--- src/rtl/action_dispatcher.sv ---
// Action dispatcher: buffers match results, maps action ids to program start
// addresses, runs a four-phase start/done handshake with the executor, and reports completion.
module action_dispatcher #(
  parameter int ACT_W      = 4,
  parameter int ID_W       = 8,
  parameter int FIFO_DEPTH = 4,
  parameter int TIMEOUT    = 1024
) (
  input  logic              clk,
  input  logic              rst,
  input  logic              match_valid_i,
  output logic              match_ready_o,
  input  logic [ACT_W-1:0]  match_action_i,
  input  logic [ID_W-1:0]   match_pkt_id_i,
  input  logic              cfg_we_i,
  input  logic [ACT_W-1:0]  cfg_idx_i,
  input  logic [31:0]       cfg_addr_i,
  input  logic              cfg_valid_i,
  output logic              exec_start_o,
  output logic [31:0]       exec_start_addr_o,
  input  logic              exec_done_i,
  output logic              out_valid_o,
  input  logic              out_ready_i,
  output logic [ID_W-1:0]   out_pkt_id_o,
  output logic [1:0]        out_status_o,
  output logic [1:0]        dbg_state_o
);

  // Handshakes: a transfer happens on a rising clk edge where valid and ready
  // are both high; valid and its payload never change while waiting for ready.

  localparam int PTR_W = (FIFO_DEPTH > 1) ? $clog2(FIFO_DEPTH) : 1;
  localparam int CNT_W = PTR_W + 1;
  localparam int TBL_N = 1 << ACT_W;
  localparam int TMR_W = $clog2(TIMEOUT) + 1;

  localparam logic [1:0] ST_OK      = 2'b00;
  localparam logic [1:0] ST_NO_ACT  = 2'b01;
  localparam logic [1:0] ST_TIMEOUT = 2'b10;

  typedef enum logic [1:0] {
    S_IDLE      = 2'd0,
    S_WAIT_DONE = 2'd1,
    S_RELEASE   = 2'd2,
    S_OUTPUT    = 2'd3
  } state_t;

  // Match-result FIFO
  logic [ACT_W-1:0] r_fifo_act [FIFO_DEPTH];
  logic [ID_W-1:0]  r_fifo_id  [FIFO_DEPTH];
  logic [PTR_W-1:0] r_wr_ptr;
  logic [PTR_W-1:0] r_rd_ptr;
  logic [CNT_W-1:0] r_count;
  logic             r_match_ready;

  logic             w_push;
  logic             w_pop;
  logic [CNT_W-1:0] w_count_next;

  // Pointer table
  logic [31:0]      r_tbl_addr [TBL_N];
  logic [TBL_N-1:0] r_tbl_valid;

  logic [ACT_W-1:0] w_head_act;
  logic [ID_W-1:0]  w_head_id;
  logic             w_head_valid;
  logic [31:0]      w_head_addr;

  // Dispatch FSM
  state_t           r_state;
  logic             r_start;
  logic [31:0]      r_addr;
  logic             r_out_valid;
  logic [ID_W-1:0]  r_pkt_id;
  logic [1:0]       r_status;
  logic [TMR_W-1:0] r_timer;
  logic             w_tmr_last;

  assign w_push = match_valid_i & r_match_ready;
  assign w_pop  = (r_state == S_IDLE) && (r_count != '0);

  always_comb begin
    w_count_next = r_count;
    case ({w_push, w_pop})
      2'b10:   w_count_next = r_count + CNT_W'(1);
      2'b01:   w_count_next = r_count - CNT_W'(1);
      default: w_count_next = r_count;
    endcase
  end

  always_ff @(posedge clk) begin
    if (rst) begin
      r_wr_ptr      <= '0;
      r_rd_ptr      <= '0;
      r_count       <= '0;
      r_match_ready <= 1'b1;
    end else begin
      if (w_push) r_wr_ptr <= r_wr_ptr + PTR_W'(1);
      if (w_pop)  r_rd_ptr <= r_rd_ptr + PTR_W'(1);
      r_count       <= w_count_next;
      r_match_ready <= (w_count_next != CNT_W'(FIFO_DEPTH));
    end
  end

  always_ff @(posedge clk) begin
    if (w_push) begin
      r_fifo_act[r_wr_ptr] <= match_action_i;
      r_fifo_id[r_wr_ptr]  <= match_pkt_id_i;
    end
  end

  // Addresses need no reset: an entry is only used once its valid bit is set.
  always_ff @(posedge clk) begin
    if (cfg_we_i) r_tbl_addr[cfg_idx_i] <= cfg_addr_i;
  end

  always_ff @(posedge clk) begin
    if (rst) begin
      r_tbl_valid <= '0;
    end else if (cfg_we_i) begin
      r_tbl_valid[cfg_idx_i] <= cfg_valid_i;
    end
  end

  assign w_head_act   = r_fifo_act[r_rd_ptr];
  assign w_head_id    = r_fifo_id[r_rd_ptr];
  assign w_head_valid = r_tbl_valid[w_head_act];
  assign w_head_addr  = r_tbl_addr[w_head_act];

  assign w_tmr_last = (r_timer == TMR_W'(TIMEOUT - 1));

  always_ff @(posedge clk) begin
    if (rst) begin
      r_state     <= S_IDLE;
      r_start     <= 1'b0;
      r_addr      <= '0;
      r_out_valid <= 1'b0;
      r_pkt_id    <= '0;
      r_status    <= ST_OK;
      r_timer     <= '0;
    end else begin
      case (r_state)
        S_IDLE: begin
          if (w_pop) begin
            r_pkt_id <= w_head_id;
            r_timer  <= '0;
            if (w_head_valid) begin
              r_addr  <= w_head_addr;
              r_start <= 1'b1;
              r_state <= S_WAIT_DONE;
            end else begin
              r_status    <= ST_NO_ACT;
              r_out_valid <= 1'b1;
              r_state     <= S_OUTPUT;
            end
          end
        end

        S_WAIT_DONE: begin
          if (exec_done_i) begin
            r_start  <= 1'b0;
            r_status <= ST_OK;
            r_timer  <= '0;
            r_state  <= S_RELEASE;
          end else if (w_tmr_last) begin
            r_start  <= 1'b0;
            r_status <= ST_TIMEOUT;
            r_timer  <= '0;
            r_state  <= S_RELEASE;
          end else if (r_timer != '1) begin
            r_timer <= r_timer + TMR_W'(1);
          end
        end

        // Executor must drop done before the next start can be issued.
        S_RELEASE: begin
          if (!exec_done_i) begin
            r_out_valid <= 1'b1;
            r_timer     <= '0;
            r_state     <= S_OUTPUT;
          end else if (w_tmr_last) begin
            r_status    <= ST_TIMEOUT;
            r_out_valid <= 1'b1;
            r_timer     <= '0;
            r_state     <= S_OUTPUT;
          end else if (r_timer != '1) begin
            r_timer <= r_timer + TMR_W'(1);
          end
        end

        S_OUTPUT: begin
          if (out_ready_i) begin
            r_out_valid <= 1'b0;
            r_timer     <= '0;
            r_state     <= S_IDLE;
          end
        end

        default: begin
          r_state <= S_IDLE;
          r_start <= 1'b0;
        end
      endcase
    end
  end

  assign match_ready_o     = r_match_ready;
  assign exec_start_o      = r_start;
  assign exec_start_addr_o = r_addr;
  assign out_valid_o       = r_out_valid;
  assign out_pkt_id_o      = r_pkt_id;
  assign out_status_o      = r_status;
  assign dbg_state_o       = r_state;

endmodule

--- config.mk ---
export PLATFORM = sky130hd
export DESIGN_NAME = action_dispatcher
export DESIGN_NICKNAME = d
export VERILOG_FILES = /design/src/rtl/action_dispatcher.sv
export SDC_FILE = /design/constraint.sdc
export NUM_CORES = 1
export LEC_CHECK = 0
export ABC_AREA = 1
export BUFFER_PORTS_ARGS = -buffer_cell sky130_fd_sc_hd__buf_2
export CORE_MARGIN = 2
export CORE_UTILIZATION = 60
export CTS_BUF_LIST = sky130_fd_sc_hd__clkbuf_16
export CTS_CLUSTER_DIAMETER = 100
export DETAILED_ROUTE_END_ITERATION = 6
export PLACE_DENSITY = 0.79
export SLEW_MARGIN = 40
export SYNTH_ARGS = -nofsm -noshare
export SYNTH_HDL_FRONTEND = slang
export SYNTH_SLANG_ARGS = --single-unit
export TNS_END_PERCENT = 50
--- constraint.sdc ---
create_clock -name clk -period 3.8 [get_ports clk]
set_input_delay 0.76 -clock clk [delete_from_list [all_inputs] [get_ports clk]]
set_output_delay 0.76 -clock clk [all_outputs]
set_load 0.02 [all_outputs]
==> results.yml <==
worst_setup_path:
  reg2reg_slack_ns: 0.74
  critical_path.max_stage_delay_ns: 0.56
  worstSetupPathType: "reg -> reg"
  required_ns: 4.28
  crit_path_start_kind: "flop"
  path_cells: "nand2_1, nand3_4, nand2_8, inv_6, buf_4, o21ai_0, o211ai_1, nand3_1, nand2_1, o21ai_1, nor2_1"
  end_kind: "flop"
  r2r-end: "exec_start_addr_o[24]"
  endpoint: "exec_start_addr_o[24]"
  worst-path-max-fanout: 83
  r2r_cells: 11
  crit_path_top_delay_cell: "inv_6"
  cp_common_cell: "nand2_1"
  crit_arrival_ns: 3.53
power:
  p_leak_nw: 9.91
  irDropWorstVdd_mv: 0.808
  fin_total_pwr_mw: 21.6
  powerDensity_nw_per_um2: 752
route:
  avgRoutedWirePerCell_um: 22.0
  drcViolationCount: 0
  ant_nets: 0
  drtIter0Drc: 2261
  routed_via_density: 6.19
  drt_first_pass_iters: 5
  finalWirelength_um: 62100
  vias: 17485
synth:
  synth-seq-cells: 643
  ys_seq_area_share_pct: 71.6
  syn_inst: 2150
  yosysWarnings: 0
  synth_fp_nets: 2217
  synth_area_um2: 25800
  yosysUniqueCellTypes: 36
  post_synth.cell_area_avg_um2: 12.0
clock_tree:
  clk_pin_slew_ns: 0.06
  cts.sinks: 643
  clk_latency_ns: 0.58
  numCtsBuffers: 66
  cts-root-buf: "clkbuf_16"
  clk_path_buf_depth: 3
  cts_tree: "yes"
  ctsResizeCount: 0
  htreeDepth: 3
  cts_hold_buf: 0
  postCtsSetupBuffers: 0
timing:
  setup-violations-final: 0
  whs_ns: 0.400
  fin_tns_setup_ns: 0
  relSlewSlack_pct: 42.6
  setup_ws_ns: 0.744
  timing.fmax_ghz: 0.327
  rsz0062_at_grt: "false"
  worst_pin_slew_ns: 0.859
  drv_slew: 0
  finalHoldViolCount: 0
  post-route-min-period_ns: 3.06
  fin_crit_sh_pct: 80.4
  fin_skew_ns: 0.0206
place:
  pre_cts_ws_ns: 0.866
  placed_cells: 2704
  portBuffers: 101
  dp_hpwl_um: 32700
  gp_congestion: 0.849
die:
  die_w_um: 211
  ios: 102
  dieHeight_um: 211
  initial_core_util_pct: 61.1
  core.rowCount: 75
  core_area_um2: 42200
  die_area_um2: 44700
job:
  cap_violations: 0
grt:
  grt_pass1_wl_um: 95400
  antenna_found_initial: 6
  grt_start_max_net_pins: 161
  grt_overflow: 0
  groute.usage.overall_pct: 28.1
  grt_pass1_vias: 17342
layout:
  finalNetCount: 2300
  area_delta_synth_final_pct: 11.6
  drive_gt1_share_pct: 11.8
  fin_cells: 2825
status:
  status: "complete, no violations"
hold_path:
  hold_class: "in -> reg"
critical path, delay by kind of cell (launching register included):
kind                   cells  cell delay [ns]
flip-flops                 1             0.50
AND/OR/NAND/NOR            6             0.99
buffers and inverters      2             0.97
AO/OA/AOI/OAI              3             0.39
metrics by stage:
| step | util [%] | area (um^2) |
|---|---|---|
| 6_report | 68.2 | 28800 |
| 5_1_grt | 68.2 | 28800 |
| 4_1_cts | 68.2 | 28800 |
| 3_5_place_dp | 63.5 | 26800 |
| 3_3_place_gp | 63.5 | 26800 |
| 2_1_floorplan | - | 25800 |
cell families after synthesis:
group	Yosys count	synth area share (%)
AO/OA/AOI/OAI	490	10.5
buffers and inverters	192	3.87
AND/OR/NAND/NOR	808	13.3
flip-flops	643	71.6
adder cells (fa/ha/maj)	12	0.611
XOR/XNOR	5	0.170
worst min path at each step:
stage | startpoint | endpoint | depth (start not counted) | slack, ns
after detailed placement | exec_start_addr_o[23] | exec_start_addr_o[23] | 2 | 0.46
after floorplan | r_timer[10] | r_timer[10] | 2 | 0.44
after CTS | match_pkt_id_i[2] | r_fifo_id[0][2] | 1 | 0.37
final | match_pkt_id_i[2] | r_fifo_id[0][2] | 1 | 0.40
after global placement | r_timer[10] | r_timer[10] | 2 | 0.45
after global routing | match_pkt_id_i[2] | r_fifo_id[2][2] | 1 | 0.39
layer usage:
metal  global-route usage (%)  part of all wire, %
met3                     4.81                   10
met4                     11.6                  3.0
met5                        0                0.039
met1                     37.5                   39
met2                     46.2                   48
synthesized netlist by cell type, drive strengths merged:
master / instances / area [um^2]
o21ai: 315 / 1580
a21oi: 67 / 335
and2: 1 / 6.26
clkbuf: 50 / 188
buf: 81 / 578
inv: 60 / 230
nor3: 11 / 55.1
dfxtp: 83 / 1660
xnor2: 3 / 26.3
a31oi: 9 / 56.3
a22oi: 1 / 7.51
nand3: 168 / 866
o211ai: 97 / 728
nand3b: 8 / 60.1
ha: 11 / 138
nand4: 3 / 18.8
xor2: 2 / 17.5
clkinv: 1 / 3.75
nor2: 496 / 1860
edfxtp: 560 / 16800
nand2: 86 / 338
or2: 35 / 219
fa: 1 / 20.0
a211oi: 1 / 7.51
power breakdown:
part	switching, mW	internal (mW)
clock	2.57	3.37
sequential	0.281	8.11
combinational	5.15	2.17
sequential cells by signal (all words and copies together), names as in the netlist, named ones only:
| signal | cells |
|---|---|
| r_tbl_addr | 512 |
| exec_start_addr_o | 32 |
| r_fifo_id | 32 |
| r_fifo_act | 16 |
| r_tbl_valid | 16 |
| r_timer | 11 |
| out_pkt_id_o | 8 |
| r_count | 3 |
| dbg_state_o | 2 |
| out_status_o | 2 |
| r_rd_ptr | 2 |
| r_wr_ptr | 2 |
| exec_start_o | 1 |
| match_ready_o | 1 |
| out_valid_o | 1 |
cell usage in the layout, fill, tap and decap left out, drive strengths merged:
cell	n
a211oi	1
xor2	2
o211ai	97
clkinvlp	1
clkinv	22
diode	4
nor3	11
fa	1
a31oi	9
xnor2	3
o21ai	315
and2	1
nand3	168
a21oi	67
inv	85
nand2	86
edfxtp	560
a22oi	1
ha	11
dfxtp	83
clkbuf	68
bufinv	2
buf	146
or2	35
nand3b	8
nand4	3
nor2	496
final cells by class:
cell class                      count  area (um^2)
Timing Repair Buffer              146          938
Fill cell                        2899        13400
Tap cell                          539          674
Multi-Input combinational cell   1315         6490
Clock inverter                     49          274
Inverter                           61          238
Antenna cell                        4         10.0
Sequential cell                   643        18500
Clock buffer                       68         1700
No activity file was read; power rests on OpenSTA's default activity.
